**src/rtl/muldiv_unit_if.sv**
```systemverilog
// Start/busy/done handshake and operand/result bus between the EX stage and the mul/div unit.
interface muldiv_unit_if #(
    parameter int unsigned XLEN = 32
);
    logic            start;
    logic [2:0]      op;
    logic [XLEN-1:0] operand_a;
    logic [XLEN-1:0] operand_b;
    logic            flush;
    logic            busy;
    logic            done;
    logic [XLEN-1:0] result;

    modport master (
        output start, op, operand_a, operand_b, flush,
        input  busy, done, result
    );

    modport slave (
        input  start, op, operand_a, operand_b, flush,
        output busy, done, result
    );
endinterface

```
**src/rtl/muldiv_unit.sv**
```systemverilog
// Multi-cycle RV32M multiply/divide unit: magnitude-based shift-add multiply and restoring
// divide, with sign correction and the RISC-V divide-by-zero/overflow results applied in FIX.
module muldiv_unit #(
    parameter int unsigned XLEN          = 32,
    parameter bit          MUL_ITERATIVE = 1'b0
) (
    input logic          clk,
    input logic          rst,
    muldiv_unit_if.slave bus
);
    localparam int unsigned     CW     = $clog2(XLEN);
    localparam logic [XLEN-1:0] MinVal = {1'b1, {(XLEN-1){1'b0}}};

    typedef enum logic [1:0] {StIdle, StCalc, StFix, StDone} state_e;

    state_e            state_q, state_d;
    logic [2:0]        op_q, op_d;
    logic [XLEN-1:0]   mag_a_q, mag_a_d, mag_b_q, mag_b_d;
    logic              sign_a_q, sign_a_d, sign_b_q, sign_b_d;
    logic              div_zero_q, div_zero_d, ovf_q, ovf_d;
    logic [CW-1:0]     cnt_q, cnt_d;
    logic [2*XLEN-1:0] acc_q, acc_d;
    logic [XLEN-1:0]   result_q, result_d;

    logic            accept, signed_a, signed_b, in_sign_a, in_sign_b;
    logic            in_div_zero, in_ovf, in_fast;
    logic [XLEN-1:0] in_mag_a, in_mag_b;

    always_comb begin
        accept      = ((state_q == StIdle) || (state_q == StDone)) && bus.start && !bus.flush;
        signed_a    = (bus.op == 3'b001) || (bus.op == 3'b010) || (bus.op[2] && !bus.op[0]);
        signed_b    = (bus.op == 3'b001) || (bus.op[2] && !bus.op[0]);
        in_sign_a   = signed_a && bus.operand_a[XLEN-1];
        in_sign_b   = signed_b && bus.operand_b[XLEN-1];
        in_mag_a    = in_sign_a ? -bus.operand_a : bus.operand_a;
        in_mag_b    = in_sign_b ? -bus.operand_b : bus.operand_b;
        in_div_zero = bus.op[2] && (bus.operand_b == '0);
        in_ovf      = bus.op[2] && !bus.op[0] && (bus.operand_a == MinVal) && (bus.operand_b == '1);
        in_fast     = (!bus.op[2] && !MUL_ITERATIVE) || in_div_zero || in_ovf;
    end

    // One iteration of shift-add multiply (carry kept in bit XLEN) and restoring divide.
    logic [XLEN-1:0] mul_add, rem_next;
    logic [XLEN:0]   mul_sum, rem_sh, rem_sub;
    logic            q_bit;

    always_comb begin
        mul_add  = acc_q[0] ? mag_a_q : '0;
        mul_sum  = {1'b0, acc_q[2*XLEN-1:XLEN]} + {1'b0, mul_add};
        rem_sh   = {acc_q[2*XLEN-1:XLEN], acc_q[XLEN-1]};
        rem_sub  = rem_sh - {1'b0, mag_b_q};
        q_bit    = rem_sh >= {1'b0, mag_b_q};
        rem_next = q_bit ? rem_sub[XLEN-1:0] : rem_sh[XLEN-1:0];
    end

    logic [2*XLEN-1:0] prod, prod_s;
    logic [XLEN-1:0]   quo_s, rem_s, fix_res;
    logic              neg;

    always_comb begin
        neg    = sign_a_q ^ sign_b_q;
        prod   = MUL_ITERATIVE ? acc_q
                               : {{XLEN{1'b0}}, mag_a_q} * {{XLEN{1'b0}}, mag_b_q};
        prod_s = neg ? -prod : prod;
        if (div_zero_q) begin
            quo_s = '1;
            rem_s = sign_a_q ? -mag_a_q : mag_a_q;
        end else if (ovf_q) begin
            quo_s = mag_a_q;
            rem_s = '0;
        end else begin
            quo_s = neg ? -acc_q[XLEN-1:0] : acc_q[XLEN-1:0];
            rem_s = sign_a_q ? -acc_q[2*XLEN-1:XLEN] : acc_q[2*XLEN-1:XLEN];
        end
        case (op_q)
            3'b000:                 fix_res = prod_s[XLEN-1:0];
            3'b001, 3'b010, 3'b011: fix_res = prod_s[2*XLEN-1:XLEN];
            3'b100, 3'b101:         fix_res = quo_s;
            default:                fix_res = rem_s;
        endcase
    end

    always_comb begin
        state_d    = state_q;
        op_d       = op_q;
        mag_a_d    = mag_a_q;
        mag_b_d    = mag_b_q;
        sign_a_d   = sign_a_q;
        sign_b_d   = sign_b_q;
        div_zero_d = div_zero_q;
        ovf_d      = ovf_q;
        cnt_d      = cnt_q;
        acc_d      = acc_q;
        result_d   = result_q;
        unique case (state_q)
            StIdle, StDone: begin
                state_d = StIdle;
                if (accept) begin
                    op_d       = bus.op;
                    mag_a_d    = in_mag_a;
                    mag_b_d    = in_mag_b;
                    sign_a_d   = in_sign_a;
                    sign_b_d   = in_sign_b;
                    div_zero_d = in_div_zero;
                    ovf_d      = in_ovf;
                    cnt_d      = '0;
                    acc_d      = bus.op[2] ? {{XLEN{1'b0}}, in_mag_a} : {{XLEN{1'b0}}, in_mag_b};
                    state_d    = in_fast ? StFix : StCalc;
                end
            end
            StCalc: begin
                if (bus.flush) begin
                    state_d = StIdle;
                end else begin
                    acc_d = op_q[2] ? {rem_next, acc_q[XLEN-2:0], q_bit}
                                    : {mul_sum, acc_q[XLEN-1:1]};
                    if (cnt_q == CW'(XLEN - 1)) begin
                        cnt_d   = '0;
                        state_d = StFix;
                    end else begin
                        cnt_d = cnt_q + CW'(1);
                    end
                end
            end
            StFix: begin
                if (bus.flush) begin
                    state_d = StIdle;
                end else begin
                    result_d = fix_res;
                    state_d  = StDone;
                end
            end
            default: state_d = StIdle;
        endcase
    end

    always_ff @(posedge clk or posedge rst) begin
        if (rst) begin
            state_q    <= StIdle;
            op_q       <= '0;
            mag_a_q    <= '0;
            mag_b_q    <= '0;
            sign_a_q   <= 1'b0;
            sign_b_q   <= 1'b0;
            div_zero_q <= 1'b0;
            ovf_q      <= 1'b0;
            cnt_q      <= '0;
            acc_q      <= '0;
            result_q   <= '0;
        end else begin
            state_q    <= state_d;
            op_q       <= op_d;
            mag_a_q    <= mag_a_d;
            mag_b_q    <= mag_b_d;
            sign_a_q   <= sign_a_d;
            sign_b_q   <= sign_b_d;
            div_zero_q <= div_zero_d;
            ovf_q      <= ovf_d;
            cnt_q      <= cnt_d;
            acc_q      <= acc_d;
            result_q   <= result_d;
        end
    end

    assign bus.busy   = (state_q == StCalc) || (state_q == StFix);
    assign bus.done   = (state_q == StDone);
    assign bus.result = result_q;
endmodule

```
**src/flat_wrapper.sv**
```systemverilog
// flat-port wrapper written by rule: the top's interface ports become plain ports
module muldiv_unit_flat 
#(
    parameter int unsigned XLEN          = 32,
    parameter bit          MUL_ITERATIVE = 1'b0
)
  (clk, rst, bus_start, bus_op, bus_operand_a, bus_operand_b, bus_flush, bus_busy, bus_done, bus_result);
  muldiv_unit_if #(.XLEN(XLEN)) bus_i ();
  input logic clk;
  input logic rst;
  input wire logic [$bits(bus_i.start)-1:0] bus_start;
  input wire logic [$bits(bus_i.op)-1:0] bus_op;
  input wire logic [$bits(bus_i.operand_a)-1:0] bus_operand_a;
  input wire logic [$bits(bus_i.operand_b)-1:0] bus_operand_b;
  input wire logic [$bits(bus_i.flush)-1:0] bus_flush;
  output wire logic [$bits(bus_i.busy)-1:0] bus_busy;
  output wire logic [$bits(bus_i.done)-1:0] bus_done;
  output wire logic [$bits(bus_i.result)-1:0] bus_result;
  assign bus_i.start = bus_start;
  assign bus_i.op = bus_op;
  assign bus_i.operand_a = bus_operand_a;
  assign bus_i.operand_b = bus_operand_b;
  assign bus_i.flush = bus_flush;
  assign bus_busy = bus_i.busy;
  assign bus_done = bus_i.done;
  assign bus_result = bus_i.result;
  muldiv_unit #(.XLEN(XLEN), .MUL_ITERATIVE(MUL_ITERATIVE)) u_core (.clk(clk), .rst(rst), .bus(bus_i));
endmodule
```
**config.mk**
```make
export PLATFORM = sky130hd
export DESIGN_NAME = muldiv_unit_flat
export DESIGN_NICKNAME = d
export VERILOG_FILES = /design/src/rtl/muldiv_unit_if.sv /design/src/rtl/muldiv_unit.sv /design/src/flat_wrapper.sv
export SDC_FILE = /design/constraint.sdc
export NUM_CORES = 2
export LEC_CHECK = 0
export BUFFER_PORTS_ARGS = -buffer_cell sky130_fd_sc_hd__buf_2
export CAP_MARGIN = 5
export CORE_MARGIN = 2
export CORE_UTILIZATION = 63
export CTS_BUF_LIST = sky130_fd_sc_hd__clkbuf_4 sky130_fd_sc_hd__clkbuf_8 sky130_fd_sc_hd__clkbuf_16
export CTS_CLUSTER_DIAMETER = 150
export CTS_CLUSTER_SIZE = 25
export DETAILED_ROUTE_END_ITERATION = 16
export MAX_ROUTING_LAYER = met4
export PLACE_DENSITY = 0.8
export SLEW_MARGIN = 5
export SYNTH_ARGS = -nofsm -noshare
export SYNTH_HDL_FRONTEND = slang
export SYNTH_SLANG_ARGS = --single-unit
```
**constraint.sdc**
```tcl
create_clock -name clk -period 16.8 [get_ports clk]
set_input_delay 0.84 -clock clk [delete_from_list [all_inputs] [get_ports clk]]
set_output_delay 0.84 -clock clk [all_outputs]
set_load 0.05 [all_outputs]
```
## Word level (Yosys, flattened, before mapping)

Index checks and enable logic that the tools add are counted.

- Equal/unequal tests: 16
- Add/subtract/negate cells: 9
- $lt $le $gt $ge: 1
- Multiplexer cells: 28
- Multiply operators: 1
- Bitwise logic cells: 2
- Reduce and logical (&&, ||, !) cells: 28

Operator list:

| kind | count |
|---|---|
| 32-bit two-way mux | 12 |
| 64-bit two-way mux | 4 |
| 32-bit negation | 5 |
| 64-bit one-hot mux with 2 select lines | 1 |
| 32-bit one-hot mux with 3 select lines | 1 |
| 32-bit == test (second input constant) | 2 |
| 32-bit by 32-bit multiplier with 64-bit output | 1 |
| 64-bit negation | 1 |
| 32-bit by 32-bit adder with 33-bit output | 1 |
| 33-bit by 32-bit greater-or-equal comparator with 1-bit output | 1 |
| 32-bit zero test | 1 |
| 32-bit subtractor | 1 |
| 5-bit two-way mux | 3 |
| 2-bit two-way mux | 5 |
| 5-bit one-hot mux with 2 select lines | 1 |
| 3-bit by 2-bit == test with 1-bit output (second input constant) | 3 |
| 1-bit logical AND | 8 |
| 1-bit logical OR | 7 |
| 3-bit by 1-bit == test with 1-bit output (second input constant) | 2 |
| 3-bit == test (second input constant) | 2 |
| 2-bit one-hot mux with 3 select lines | 1 |
| 5-bit by 1-bit adder with 5-bit output (second input constant) | 1 |
| 5-bit == test (second input constant) | 1 |
| 2-bit == test (second input constant) | 2 |
| other kinds (14) | 18 |

- Input bits: 71
- Register bits after elaboration: 174
- Output and inout port bits: 34

## Depth between registers and ports, before layout

- Depth after elaboration: 8
- Gate-level depth with buffers: 32
- Depth with buffers taken out: 28

## Least setup slack after synthesis

OpenSTA, ideal clock, no wires.

- Kind: flip-flop to flip-flop
- Start point: reg u_core.mag_a_q[17]
- End point: reg u_core.result_q[23] (netlist: u_core.bus.result[23])
- Required time: 16726 ps
- Buffers on the path: 4
- Setup time: 74 ps
- Setup slack: 7995 ps
- Arrival time: 8731 ps
- Cell stages (with the launch flop): 29
- Cell sequence: dfrtp_1 > clkbuf_1 > clkbuf_1 > and2_1 > fa_1 > fa_1 > inv_1 > fa_1 > fa_1 > inv_1 > fa_1 > fa_1 > fa_1 > fa_1 > ha_1 > clkbuf_1 > and3_1 > or2_2 > o22a_1 > and2_4 > o2bb2ai_1 > o32a_1 > a211o_1 > or4_4 > or4b_1 > buf_2 > or4_1 > a41o_1 > o21ai_2

- Longest elaborated chain between the ends: 4

RTL lines:

| what | line | source |
|---|---|---|
| start, declared | muldiv_unit.sv:18 | `logic [XLEN-1:0] mag_a_q, mag_a_d, mag_b_q, mag_b_d;` |
| start signal, assigned | muldiv_unit.sv:153 | `mag_a_q <= mag_a_d;` |
| 32-bit by 32-bit multiplier with 64-bit output or 32-bit negation (tied branches) | muldiv_unit.sv:63, muldiv_unit.sv:67 |  |
| 64-bit negation or 32-bit two-way mux (tied branches) | muldiv_unit.sv:64, muldiv_unit.sv:67 |  |
| 64-bit two-way mux or 32-bit two-way mux (tied branches) | muldiv_unit.sv:64, muldiv_unit.sv:65 |  |
| 32-bit one-hot mux with 3 select lines * | muldiv_unit.sv:75 | `case (op_q)` |
| end signal, assigned | muldiv_unit.sv:161 | `result_q <= result_d;` |
| end, declared | muldiv_unit.sv:23 | `logic [XLEN-1:0] result_q, result_d;` |

Every way passes the cells marked *; elsewhere a longest branch is shown, timed or not.
A chain may end at the register's enable or synchronous reset.

## Final worst setup path

- Start point: reg u_core.mag_b_q[8]
- End point: reg u_core.result_q[8] (netlist: u_core.bus.result[8])

- Longest elaborated chain between the ends: 4

RTL lines:

| what | line | source |
|---|---|---|
| start, declared | muldiv_unit.sv:18 |  |
| start signal, assigned | muldiv_unit.sv:154 | `mag_b_q <= mag_b_d;` |
| 32-bit by 32-bit multiplier with 64-bit output * | muldiv_unit.sv:63 | `: {{XLEN{1'b0}}, mag_a_q} * {{XLEN{1'b0}}, mag_b_q};` |
| 64-bit negation | muldiv_unit.sv:64 | `prod_s = neg ? -prod : prod;` |
| 64-bit two-way mux * | muldiv_unit.sv:64 |  |
| 32-bit one-hot mux with 3 select lines * | muldiv_unit.sv:75 |  |

Marked as above.

==> impl_metrics.tcl <==
set metrics [dict create \
    status "finished, final reports clean" \
    numClockSinks 174 \
    crit_start "u_core.mag_b_q[8]" \
    synth-warning-count 0 \
    seq_area_frac_synth 0.0836 \
    ios 105 \
    worst-endpoint-arrival_ps 10480 \
    grt_max_degree 115 \
    synth-seq-cells 174 \
    coreArea_um2 82000 \
    hpwl_um 135000 \
    setup_tns_ps 0 \
    skew_ps 26.3 \
    avgSynthCellArea_um2 8.33 \
    cp-end-kind "register" \
    layout_common_cells "inv_1 (937), fa_1 (898), nand2_1 (807), and2_1 (599), ha_1 (339)" \
    grt_pass1_wl_um 269000 \
    fmax_mhz 98.5 \
    antenna_found_initial 9 \
    drt-vias-per-instance 6.32 \
    drc 0 \
    synth-edff-count 0 \
    timing.slew.headroom 0.176 \
    final_common_cell "inv_1" \
    cts_buffer_depth 2 \
    cts_buffers 17 \
    rsz0062_at_grt "no" \
    syn_inst 6248 \
    path_class "reg2reg" \
    synthArstFlopShare 1.00 \
    h-tree-depth 4 \
    fin_nets 7385 \
    io_buffers 104 \
    place.gp.congestion 1.07 \
    wire_per_inst_um 24.1 \
    cts_resized 0 \
    hold_viol_final 0 \
    cts_tree "built" \
    finalWirelength_um 173000 \
    ys_types 104 \
    finalCriticalPeriod_ps 10150 \
    drive_gt1_frac 0.0489 \
    clk_pin_slew_worst_paths_ps 90 \
    die_w_um 292 \
    first_global_vias 46200 \
    area_growth_pct 3.53 \
    tightest_slew_ps 1240 \
    die_area_um2 85000 \
    synth_flop_cell "dfrtp_1" \
    rr_startpoint "u_core.mag_b_q[8]" \
    chipHeight_um 292 \
    final_max_slew_viol_count 0 \
    crit_fanout 32 \
    cp.required_ps 17130 \
    dr.pass1.iters 6 \
    clock_latency_ps 480 \
    vias 45300 \
    cts_hold_buf 0 \
    ant_nets 0 \
    syn-num-nets 7556 \
    min_path_type "in2async" \
    post_cts_buffers 0 \
    fillers 6984 \
    setup_violations 0 \
    dr.first_iter.drc_count 4774 \
    max_cap_viol_count 0 \
    cts-root-buf "clkbuf_16" \
    initial_core_util 0.635 \
    syn-cell-area_um2 52100 \
    track_usage 0.427 \
    start_kind "register" \
    rows 105 \
    fin_crit_sh 0.604 \
    instances_no_fill 7172 \
    place_inst 7128 \
    grt_overflow 0 \
]
metal layers:
metal / wire length (um) / global-route usage / vias to the layer above / part of all wire
met3: 21300 / 0.129 / 537 / 0.12
met1: 65500 / 0.542 / 22600 / 0.38
met4: 10400 / 0.207 / 0 / 0.060
li1: - / - / 19700 / -
met5: 0 / - / - / 0
met2: 75700 / 0.626 / 2533 / 0.44
registers in the layout (all words and copies together), names as in the netlist:
register / count
u_core.sign_b_q: 1
u_core.ovf_q: 1
u_core.sign_a_q: 1
u_core.cnt_q: 5
u_core.mag_b_q: 32
u_core.div_zero_q: 1
u_core.bus.result: 32
u_core.mag_a_q: 32
u_core.op_q: 3
u_core.state_q: 2
u_core.acc_q: 64
worst max-delay path: stages, from the launching register on:
cell and delay [ps]:
dfrtp_1 1160, nand2_1 200, fa_1 460, inv_1 80, fa_1 430, fa_1 530, inv_1 70, fa_1 470
inv_1 50, fa_1 500, inv_1 50, fa_1 540, inv_1 50, fa_1 490, fa_1 460, ha_1 440
a21oi_1 330, o21ai_0 280, a22o_1 290, or4_2 540, o21ai_1 350, xnor2_1 260, a21oi_1 240, nand2b_1 200
o31ai_1 350, xnor2_1 180, a221oi_1 830, o31ai_1 150
metrics by stage:
| stage | hold WS [ps] | instance area [um2] | util | setup slack [ps] |
|---|---|---|---|---|
| 2_1_floorplan | 445 | 52100 | - | 8000 |
| 3_3_place_gp | 458 | 53200 | 0.650 | 7010 |
| 3_5_place_dp | 472 | 53200 | 0.650 | 6810 |
| 4_1_cts | 491 | 53900 | 0.657 | 6770 |
| 5_1_grt | 522 | 53900 | 0.658 | 6260 |
| 6_report | 481 | 53900 | 0.658 | 6650 |
area by class of cell:
cell class / count / area, um2 / area share
inverter: 939 / 3530 / 0.0655
multi-input combinational: 4744 / 42800 / 0.793
timing repair buffer: 201 / 1250 / 0.0232
clock inverter: 15 / 215 / 0.00399
sequential: 174 / 4360 / 0.0809
tap: 1070 / 1340 / 0.0248
antenna: 12 / 30.0 / 0.000557
clock buffer: 17 / 425 / 0.00789
path summary, 6_finish.rpt:
kind / slack, ps / to / cells past startpoint
min reg2reg: 490 / u_core.mag_a_q[25] / 2
max: 6650 / u_core.bus.result[8] / 27
min: 480 / u_core.state_q[0] / 2
max reg2reg: 6650 / u_core.bus.result[8] / 27
min in group clk: 490 / u_core.mag_a_q[25] / 2
max in group asynchronous: 14860 / u_core.bus.result[21] / 3
kinds of logic after synthesis:
| group | synth area share |
|---|---|
| flops | 0.0836 |
| simple gates | 0.200 |
| mux | 0.0196 |
| xor+xnor | 0.0454 |
| buf+inv | 0.0962 |
| compound gates | 0.128 |
| fa+ha+maj | 0.427 |
synthesized netlist by cell type, types with 100 or more instances:
master,count,share of area
inv_1,938,0.068
fa_1,898,0.35
nand2_1,807,0.058
and2_1,599,0.072
clkbuf_1,346,0.025
ha_1,339,0.081
o21ai_0,292,0.028
nor2_1,288,0.021
a21oi_1,250,0.024
dfrtp_1,174,0.084
xnor2_1,170,0.029
xor2_1,100,0.017
Power is not shown: default switching activity piles up to over one toggle a cycle in this logic, so the estimate is an artifact.
